<file path="config.mk">
export PLATFORM = sky130hd
export DESIGN_NAME = sfx_sequencer
export DESIGN_NICKNAME = d
export VERILOG_FILES = /design/src/rtl/breakout_audio_pkg.sv /design/src/rtl/tick_prescaler.sv /design/src/rtl/sfx_sequencer.sv
export SDC_FILE = /design/constraint.sdc
export NUM_CORES = 1
export LEC_CHECK = 0
export ABC_AREA = 0
export BUFFER_PORTS_ARGS = -buffer_cell sky130_fd_sc_hd__clkbuf_2
export CORE_MARGIN = 1.5
export CORE_UTILIZATION = 40
export CTS_CLUSTER_DIAMETER = 60
export CTS_CLUSTER_SIZE = 40
export DETAILED_ROUTE_END_ITERATION = 7
export PLACE_DENSITY = 0.62
export SYNTH_ARGS = -nofsm -noshare
export SYNTH_HDL_FRONTEND = slang
export SYNTH_SLANG_ARGS = --single-unit
</file>
<file path="constraint.sdc">
create_clock -name clk50mhz -period 6 [get_ports clk50mhz]
set_input_delay 0.6 -clock clk50mhz [delete_from_list [all_inputs] [get_ports clk50mhz]]
set_output_delay 0.6 -clock clk50mhz [all_outputs]
set_load 0.05 [all_outputs]
</file>
<file path="src/rtl/breakout_audio_pkg.sv">
// Constants shared between the sound-effect sequencer and the top-level tone mux:
// note codes, effect ids, FSM states and the effect note/duration table.
package breakout_audio_pkg;

  typedef enum logic [2:0] {
    NOTE_OFF = 3'd0,
    NOTE_DO  = 3'd1,
    NOTE_RE  = 3'd2,
    NOTE_MI  = 3'd3,
    NOTE_SOL = 3'd4
  } note_t;

  typedef enum logic [1:0] {
    SFX_WALL     = 2'd0,
    SFX_PADDLE   = 2'd1,
    SFX_BRICK    = 2'd2,
    SFX_GAMEOVER = 2'd3
  } sfx_t;

  typedef enum logic [1:0] {
    S_IDLE = 2'd0,
    S_PLAY = 2'd1,
    S_GAP  = 2'd2
  } state_t;

  function automatic note_t sfx_note(input logic [1:0] id, input logic [1:0] idx);
    case ({id, idx})
      4'b00_00: sfx_note = NOTE_MI;
      4'b01_00: sfx_note = NOTE_DO;
      4'b01_01: sfx_note = NOTE_SOL;
      4'b10_00: sfx_note = NOTE_SOL;
      4'b10_01: sfx_note = NOTE_MI;
      4'b10_10: sfx_note = NOTE_SOL;
      4'b11_00: sfx_note = NOTE_SOL;
      4'b11_01: sfx_note = NOTE_MI;
      4'b11_10: sfx_note = NOTE_RE;
      4'b11_11: sfx_note = NOTE_DO;
      default:  sfx_note = NOTE_OFF;
    endcase
  endfunction

  function automatic logic [7:0] sfx_ticks(input logic [1:0] id, input logic [1:0] idx);
    case ({id, idx})
      4'b00_00: sfx_ticks = 8'd30;
      4'b01_00: sfx_ticks = 8'd40;
      4'b01_01: sfx_ticks = 8'd40;
      4'b10_00: sfx_ticks = 8'd25;
      4'b10_01: sfx_ticks = 8'd25;
      4'b10_10: sfx_ticks = 8'd25;
      4'b11_00: sfx_ticks = 8'd100;
      4'b11_01: sfx_ticks = 8'd100;
      4'b11_10: sfx_ticks = 8'd100;
      4'b11_11: sfx_ticks = 8'd200;
      default:  sfx_ticks = 8'd0;
    endcase
  endfunction

  function automatic logic [2:0] sfx_len(input logic [1:0] id);
    sfx_len = {1'b0, id} + 3'd1;
  endfunction

endpackage

</file>
<file path="src/rtl/tick_prescaler.sv">
// Free-running prescaler with synchronous clear; tick is high for one cycle
// out of every TICK_LIMIT, counting from the last clear.
module tick_prescaler #(
  parameter int unsigned TICK_LIMIT = 50000
) (
  input  logic clk,
  input  logic rst_n,
  input  logic clear,
  output logic tick
);

  localparam logic [31:0] LAST = 32'(TICK_LIMIT - 1);

  logic [31:0] cnt;

  assign tick = (cnt == LAST);

  always_ff @(posedge clk) begin
    if (!rst_n || clear) begin
      cnt <= '0;
    end else if (tick) begin
      cnt <= '0;
    end else begin
      cnt <= cnt + 32'd1;
    end
  end

endmodule

</file>
<file path="src/rtl/sfx_sequencer.sv">
// Breakout sound-effect sequencer: latches event requests, arbitrates by fixed
// priority and plays each effect as a timed note sequence on note_sel.
module sfx_sequencer
  import breakout_audio_pkg::*;
#(
  parameter int unsigned TICK_LIMIT = 50000,
  parameter int unsigned GAP_TICKS  = 5
) (
  input  logic       clk50mhz,
  input  logic       reset_button,
  input  logic       sound_en,
  input  logic [3:0] req,
  output logic [2:0] note_sel,
  output logic       busy,
  output logic [1:0] cur_sfx,
  output logic       done
);

  state_t     state;
  logic [3:0] pend;
  logic [7:0] dur;
  logic [1:0] idx;
  logic [1:0] hi_id;
  logic       tick;
  logic       restart;
  logic       preempt;
  logic       last_note;

  function automatic logic [7:0] dur_of(input logic [7:0] t);
    dur_of = (t == 8'd0) ? 8'd1 : t;
  endfunction

  always_comb begin
    hi_id     = pend[3] ? 2'd3 : pend[2] ? 2'd2 : pend[1] ? 2'd1 : 2'd0;
    preempt   = pend[3] && (state != S_IDLE) && (cur_sfx != SFX_GAMEOVER);
    last_note = ({1'b0, idx} == (sfx_len(cur_sfx) - 3'd1));
    // Prescaler restarts on every note/gap load so each one gets whole ticks.
    restart   = (state == S_IDLE) || !sound_en || preempt || (tick && (dur <= 8'd1));
  end

  tick_prescaler #(.TICK_LIMIT(TICK_LIMIT)) u_prescaler (
    .clk   (clk50mhz),
    .rst_n (reset_button),
    .clear (restart),
    .tick  (tick)
  );

  always_ff @(posedge clk50mhz) begin
    if (!reset_button) begin
      state    <= S_IDLE;
      pend     <= '0;
      note_sel <= NOTE_OFF;
      busy     <= 1'b0;
      cur_sfx  <= '0;
      done     <= 1'b0;
      dur      <= '0;
      idx      <= '0;
    end else if (!sound_en) begin
      state    <= S_IDLE;
      pend     <= '0;
      note_sel <= NOTE_OFF;
      busy     <= 1'b0;
      done     <= 1'b0;
    end else begin
      done <= 1'b0;
      pend <= pend | req;
      if (preempt) begin
        pend     <= (pend & 4'b0111) | req;
        cur_sfx  <= SFX_GAMEOVER;
        idx      <= '0;
        dur      <= dur_of(sfx_ticks(SFX_GAMEOVER, 2'd0));
        note_sel <= sfx_note(SFX_GAMEOVER, 2'd0);
        state    <= S_PLAY;
        busy     <= 1'b1;
      end else begin
        case (state)
          S_IDLE: if (|pend) begin
            pend     <= (pend & ~(4'b0001 << hi_id)) | req;
            cur_sfx  <= hi_id;
            idx      <= '0;
            dur      <= dur_of(sfx_ticks(hi_id, 2'd0));
            note_sel <= sfx_note(hi_id, 2'd0);
            state    <= S_PLAY;
            busy     <= 1'b1;
          end
          S_PLAY: if (tick) begin
            if (dur > 8'd1) begin
              dur <= dur - 8'd1;
            end else if (last_note) begin
              state    <= S_IDLE;
              note_sel <= NOTE_OFF;
              busy     <= 1'b0;
              done     <= 1'b1;
            end else if (GAP_TICKS > 0) begin
              state    <= S_GAP;
              note_sel <= NOTE_OFF;
              dur      <= 8'(GAP_TICKS);
              idx      <= idx + 2'd1;
            end else begin
              idx      <= idx + 2'd1;
              dur      <= dur_of(sfx_ticks(cur_sfx, idx + 2'd1));
              note_sel <= sfx_note(cur_sfx, idx + 2'd1);
            end
          end
          S_GAP: if (tick) begin
            if (dur > 8'd1) begin
              dur <= dur - 8'd1;
            end else begin
              state    <= S_PLAY;
              dur      <= dur_of(sfx_ticks(cur_sfx, idx));
              note_sel <= sfx_note(cur_sfx, idx);
            end
          end
          default: state <= S_IDLE;
        endcase
      end
    end
  end

endmodule

</file>
==> metrics.yaml, run 1 <==
instances_no_fill: 518
cts_buffers: 5
drv_slew: 0
gr-usage-met2_pct: 27.2
async_flop_share_pct: 0
slew_headroom_pct: 32.7
wl_um: 7940
crit_type: "flip-flop to flip-flop"
leakage_nw: 1.26
synth_cell_types: 66
cp_max_fo: 16
min_period_over_period_pct: 41.7
worstPathRequired_ns: 6.21
p_comb_share_pct: 22.7
num_antenna_cells: 0
grt_max_degree: 33
cts_tree: "built"
ioPinCount: 14
cts_root_buffer: "clkbuf_8"
io_buffers: 13
yosysWarnings: 0
vias: 3023
maxCapViolCount: 0
grt_pass1_vias: 2755
clockBufferDepth: 2
die_h_um: 94.8
track_usage_pct: 18.4
postSynthAreaPerCell_um2: 8.28
synth-edff-count: 0
drt_pass1_iterations: 5
htreeDepth: 2
fp.dieW_um: 94.8
internal_power_w: 0.000530
status: "complete, no violations"
skew_ns: 0.0116
drive_above_1_share_pct: 10.4
fp-row-count: 33
wl_per_cell_um: 15.3
final.setup.tns_ns: 0
path_clk_slew_ns: 0.11
busiest_layer: "met2"
netlist_instances: 407
dp_hpwl_um: 5690
cts_sinks: 55
via_per_inst: 5.84
ys.flop_type: "dfxtp_1"
drtIter0Drc: 194
grt_pass1_wl_um: 13200
finalSetupViolCount: 0
power.density_mw_per_mm2: 225
syn-cell-area_mm2: 0.00337
hold_violations: 0
fmax_ghz: 0.400
ys_ff_latch: 55
nets: 439
synthToLayoutAreaGrowth_pct: 6.61
antenna_found_initial: 0
postCtsSetupBuffers: 0
cp_data_arrival_time_ns: 2.72
rsz0062_at_grt: "no"
final_cell_area_mm2: 0.00359
use_met1_pct: 26.5
core_mm2: 0.00818
sw_frac_of_total_pct: 34.3
fin_ws_ns: 3.50
clock_latency_ns: 0.32
pre_cts_slack_ns: 3.50
gr-total-overflow: 0
yosysSeqAreaShare_pct: 32.7
max_slew.worst_pin.slew_ns: 1.01
cts_resized: 0
clkPwrFrac_pct: 28.4
drc: 0
p_sw_w: 0.000277
fp.dieArea_mm2: 0.00899
p_seq_share_pct: 49.0
place_area_mm2: 0.00349
synthesis.nets: 434
hp-class: "flip-flop to flip-flop"
fin_crit_ns: 2.50
worstSetupStartpointType: "flip-flop"
globalRouteMet3Util_pct: 3.46
max-vdd-ir-drop_mv: 0.122
start_util_pct: 41.2
ant_nets: 0
dp.cells: 510
hold_ws_ns: 0.457
gp_congestion: 0.898
worstSetupEndpointType: "flip-flop"
ctsHoldBuffers: 0
-- routing by layer --
metal | share of wire, % | routed length (um)
met4 | 2.3 | 184
met1 | 49 | 3870
met3 | 5.1 | 401
met2 | 44 | 3480
met5 | 0 | 0
-- power by group through the flow --
stage               Clock (W)  Combinational [W]  Sequential (W)
finish               0.000229           0.000183        0.000395
global route         0.000249           0.000201        0.000397
CTS                  0.000238           0.000180        0.000395
detailed placement          0           0.000179        0.000403
global placement            0           0.000179        0.000402
floorplan                   0           0.000137        0.000405
-- registers in the layout (all words and copies together) (netlist names) --
name and flops:
pend 4, busy 1, cur_sfx 2, done 1, state 2, note_sel 3, u_prescaler.cnt 32, idx 2
dur 8
-- synthesized netlist by cell type (all sizes together), types with 4 or more instances --
cell type | n | share of area [%]
dfxtp | 55 | 33
nor2 | 50 | 5.6
nand2 | 33 | 3.7
a21oi | 25 | 3.7
o21ai | 25 | 4.0
ha | 20 | 7.4
nand3 | 18 | 3.0
xor2 | 18 | 4.7
inv | 16 | 1.8
nand4 | 15 | 2.8
clkbuf | 11 | 1.5
and3 | 10 | 1.9
mux2i | 9 | 2.7
nor4 | 8 | 2.1
or3 | 7 | 1.3
xnor2 | 7 | 1.8
o31ai | 6 | 1.3
a211oi | 5 | 1.1
nor2b | 5 | 0.93
nor3 | 5 | 0.89
or4 | 5 | 1.3
a311oi | 4 | 1.0
-- stage by stage --
| stage | total power, W | utilization [%] |
|---|---|---|
| 6_report | 0.000807 | 44.0 |
| 5_1_grt | 0.000847 | 44.0 |
| 4_1_cts | 0.000812 | 44.0 |
| 3_5_place_dp | 0.000582 | 42.7 |
| 3_3_place_gp | 0.000581 | 42.7 |
| 2_1_floorplan | 0.000542 | - |
-- cells by family (layout without fill, tap and decap cells) --
kind of cell	Yosys count	count (layout)	synth area share, %
mux	11	11	3.34
buf+inv	31	37	4.05
fa+ha+maj	20	20	7.42
xor+xnor	25	25	6.50
compound gates	94	94	18.9
flops	55	55	32.7
simple gates	171	171	27.1
-- area by class of cell --
type                            count  area (um2)
Clock buffer                        5        68.8
Clock inverter                      3        33.8
Fill cell                         835        4580
Inverter                           16        60.1
Multi-Input combinational cell    321        2130
Sequential cell                    55        1100
Tap cell                          105         131
Timing Repair Buffer               13        65.1
-- cells in the final DEF (no fill, tap or decap), types with 3 or more instances in the layout --
cell       n
or3_1      7
and3_1     8
o31ai_1    6
or4_1      3
a211oi_1   5
mux2i_1    9
a21oi_1   25
xor2_1    18
dfxtp_1   55
inv_1     16
xnor2_1    7
a311oi_1   4
nor2_1    49
nand2_1   33
nor3b_1    3
o211ai_1   3
ha_1      20
nor4_1     6
o21ai_0   22
clkbuf_8   5
clkbuf_2  13
nor2b_1    5
nand4_1   15
nand3_1   16
nor3_1     4
-- path summary, 6_finish.rpt --
| kind | from | endpoint | slack, ns | cells past startpoint |
|---|---|---|---|---|
| min reg2reg | u_prescaler.cnt[0] | u_prescaler.cnt[0] | 0.46 | 1 |
| max | state[0] | dur[0] | 3.50 | 6 |
| min | u_prescaler.cnt[0] | u_prescaler.cnt[0] | 0.46 | 1 |
| max reg2reg | state[0] | dur[0] | 3.50 | 6 |
-- worst max-delay path: stages, from the launching register on --
cell and delay, ns:
dfxtp_1 0.35, inv_1 0.11, ha_1 0.51, o21ai_0 0.32, o311ai_1 0.73, o21ai_0 0.21
o311a_1 0.16
No activity file was read; power rests on OpenSTA's default activity.
==> run 2: changes to the inputs <==
==> constraint.sdc (replaced) <==
create_clock -name clk50mhz -period 2.61 [get_ports clk50mhz]
set_input_delay 0.261 -clock clk50mhz [delete_from_list [all_inputs] [get_ports clk50mhz]]
set_output_delay 0.261 -clock clk50mhz [all_outputs]
set_load 0.05 [all_outputs]
==> run 2 against run 1 <==
Routed wire length increased by 0.93%. Clock skew decreased by 0.0040 ns. Sequential power increased by 130%. Core utilization increased by 0.81 points. Clock-buffer cell count increased by 1. Combinational power increased by 140%. Largest power group unchanged.
==> metrics.yaml, run 2 (same netlist as run 1, synthesis figures left out) <==
die_h_um: 94.8  # unchanged
synthToLayoutAreaGrowth_pct: 8.57
finalSetupViolCount: 0  # unchanged
cp_max_fo: 20  # +4
final_cell_area_mm2: 0.00366  # +1.8%
leakage_nw: 1.30  # +3.4%
grt_pass1_vias: 2676  # -2.9%
clockBufferDepth: 2  # unchanged
gp_congestion: 0.897  # about the same
drive_above_1_share_pct: 12.3  # +1.9 points
htreeDepth: 2  # unchanged
top_regs: "u_prescaler.cnt (32), dur (8), pend (4)"
ioPinCount: 14  # unchanged
min_period_over_period_pct: 84.7  # +43 points
antenna_found_initial: 0  # unchanged
via_per_inst: 5.81  # -0.47%
wl_um: 8010  # +0.93%
fp-row-count: 33  # unchanged
worstSetupStartpointType: "flip-flop"
rsz0062_at_grt: "no"
worstPathRequired_ns: 2.82  # -3.39 ns
fin_crit_ns: 2.21  # -0.291 ns
track_usage_pct: 18.5  # +0.075 points
drc: 0  # unchanged
fp.dieArea_mm2: 0.00899  # unchanged
postCtsSetupBuffers: 0  # unchanged
use_met1_pct: 27.1  # +0.64 points
largest_register_ff_count: 32  # unchanged
drv_slew: 0  # unchanged
clock_latency_ns: 0.31  # about the same
final.setup.tns_ns: 0  # unchanged
max-vdd-ir-drop_mv: 0.209  # +71%
cts_buffers: 5  # unchanged
max_slew.worst_pin.slew_ns: 0.633  # -0.377 ns
gr-usage-met2_pct: 28.3  # +1.1 points
r2r_cells: 5  # -1
path_clk_slew_ns: 0.10  # about the same
globalRouteMet3Util_pct: 2.58  # -0.89 points
wl_per_cell_um: 15.2  # -0.79%
cts_tree: "built"
drt_pass1_iterations: 5  # unchanged
gr-total-overflow: 0  # unchanged
start_util_pct: 41.2  # unchanged
drtIter0Drc: 268  # +38%
mostFrequentLayoutCells: "dfxtp_1 (55), nor2_1 (49), nand2_1 (33), a21oi_1 (25), o21ai_0 (22)"
hold_ws_ns: 0.154  # -0.304 ns
ant_nets: 0  # unchanged
crit_type: "flip-flop to flip-flop"
nets: 448  # +2.1%
hp-class: "input port to flip-flop"
cp_data_arrival_time_ns: 2.42  # -0.30 ns
power.density_mw_per_mm2: 509  # +130%
grt_pass1_wl_um: 13200  # +0.36%
ctsHoldBuffers: 0  # unchanged
hold_violations: 0  # unchanged
status: "complete, no violations"
core_mm2: 0.00818  # unchanged
worstSetupEndpointType: "flip-flop"
skew_ns: 0.00760  # -0.00404 ns
maxCapViolCount: 0  # unchanged
regMostFlops: "u_prescaler.cnt"
vias: 3061  # +1.3%
place_area_mm2: 0.00356  # +1.9%
busiest_layer: "met2"
num_antenna_cells: 0  # unchanged
fill_cells: 823  # -1.4%
dp_hpwl_um: 5890  # +3.4%
fp.dieW_um: 94.8  # unchanged
cts_sinks: 55  # unchanged
fmax_ghz: 0.452  # +13%
fin_util_pct: 44.8  # +0.81 points
layout_commonest_cell: "dfxtp_1"
slew_headroom_pct: 57.8  # +25 points
min_delay_path_depth: 3  # +2
io_buffers: 13  # unchanged
grt_max_degree: 33  # unchanged
cts_root_buffer: "clkbuf_8"
cts_resized: 0  # unchanged
## run 2: metrics by stage
| step | std cells | setup WS (ns) | total power (W) |
|---|---|---|---|
| floorplan | 407 | 0.431 | 0.00125 |
| global placement | 519 | 0.467 | 0.00135 |
| detailed placement | 519 | 0.425 | 0.00135 |
| CTS | 527 | 0.394 | 0.00187 |
| global route | 527 | 0.236 | 0.00196 |
| finish | 527 | 0.399 | 0.00186 |
## run 2: power by group
part	total (W)	internal [W]	switching, W
Clock	0.000521	0.000222	0.000298
Combinational	0.000438	0.000160	0.000278
Sequential	0.000904	0.000865	0.0000387
## run 2: worst max-delay path, cell delays in order (launching register included)
cell and delay [ns]:
dfxtp_1 0.52, a21bo_2 0.32, o21ai_0 0.41, o311a_1 0.34, nand2_1 0.15, o311a_1 0.36
## run 2: cell type report
class                           count  area, um2  share of cell area [%]
Inverter                           16       60.1                    1.64
Timing Repair Buffer               22        133                    3.62
Clock buffer                        6       82.6                    2.26
Multi-Input combinational cell    321       2130                    58.3
Sequential cell                    55       1100                    30.1
Tap cell                          105        131                    3.59
Clock inverter                      2       18.8                   0.513
## run 2: final timing paths
check / start / to / slack, ns
worst max-delay path: cur_sfx[1] / dur[0] / 0.40
worst min register to register: u_prescaler.cnt[0] / u_prescaler.cnt[0] / 0.46
worst min-delay path: req[0] / pend[0] / 0.15
worst max register to register: cur_sfx[1] / dur[0] / 0.40
## run 2: metal layers
metal / part of all wire [%] / up-vias
met3: 4.3 / 11
met1: 49 / 1454
met4: 1.1 / 0
met5: 0 / -
li1: - / 1511
met2: 46 / 85
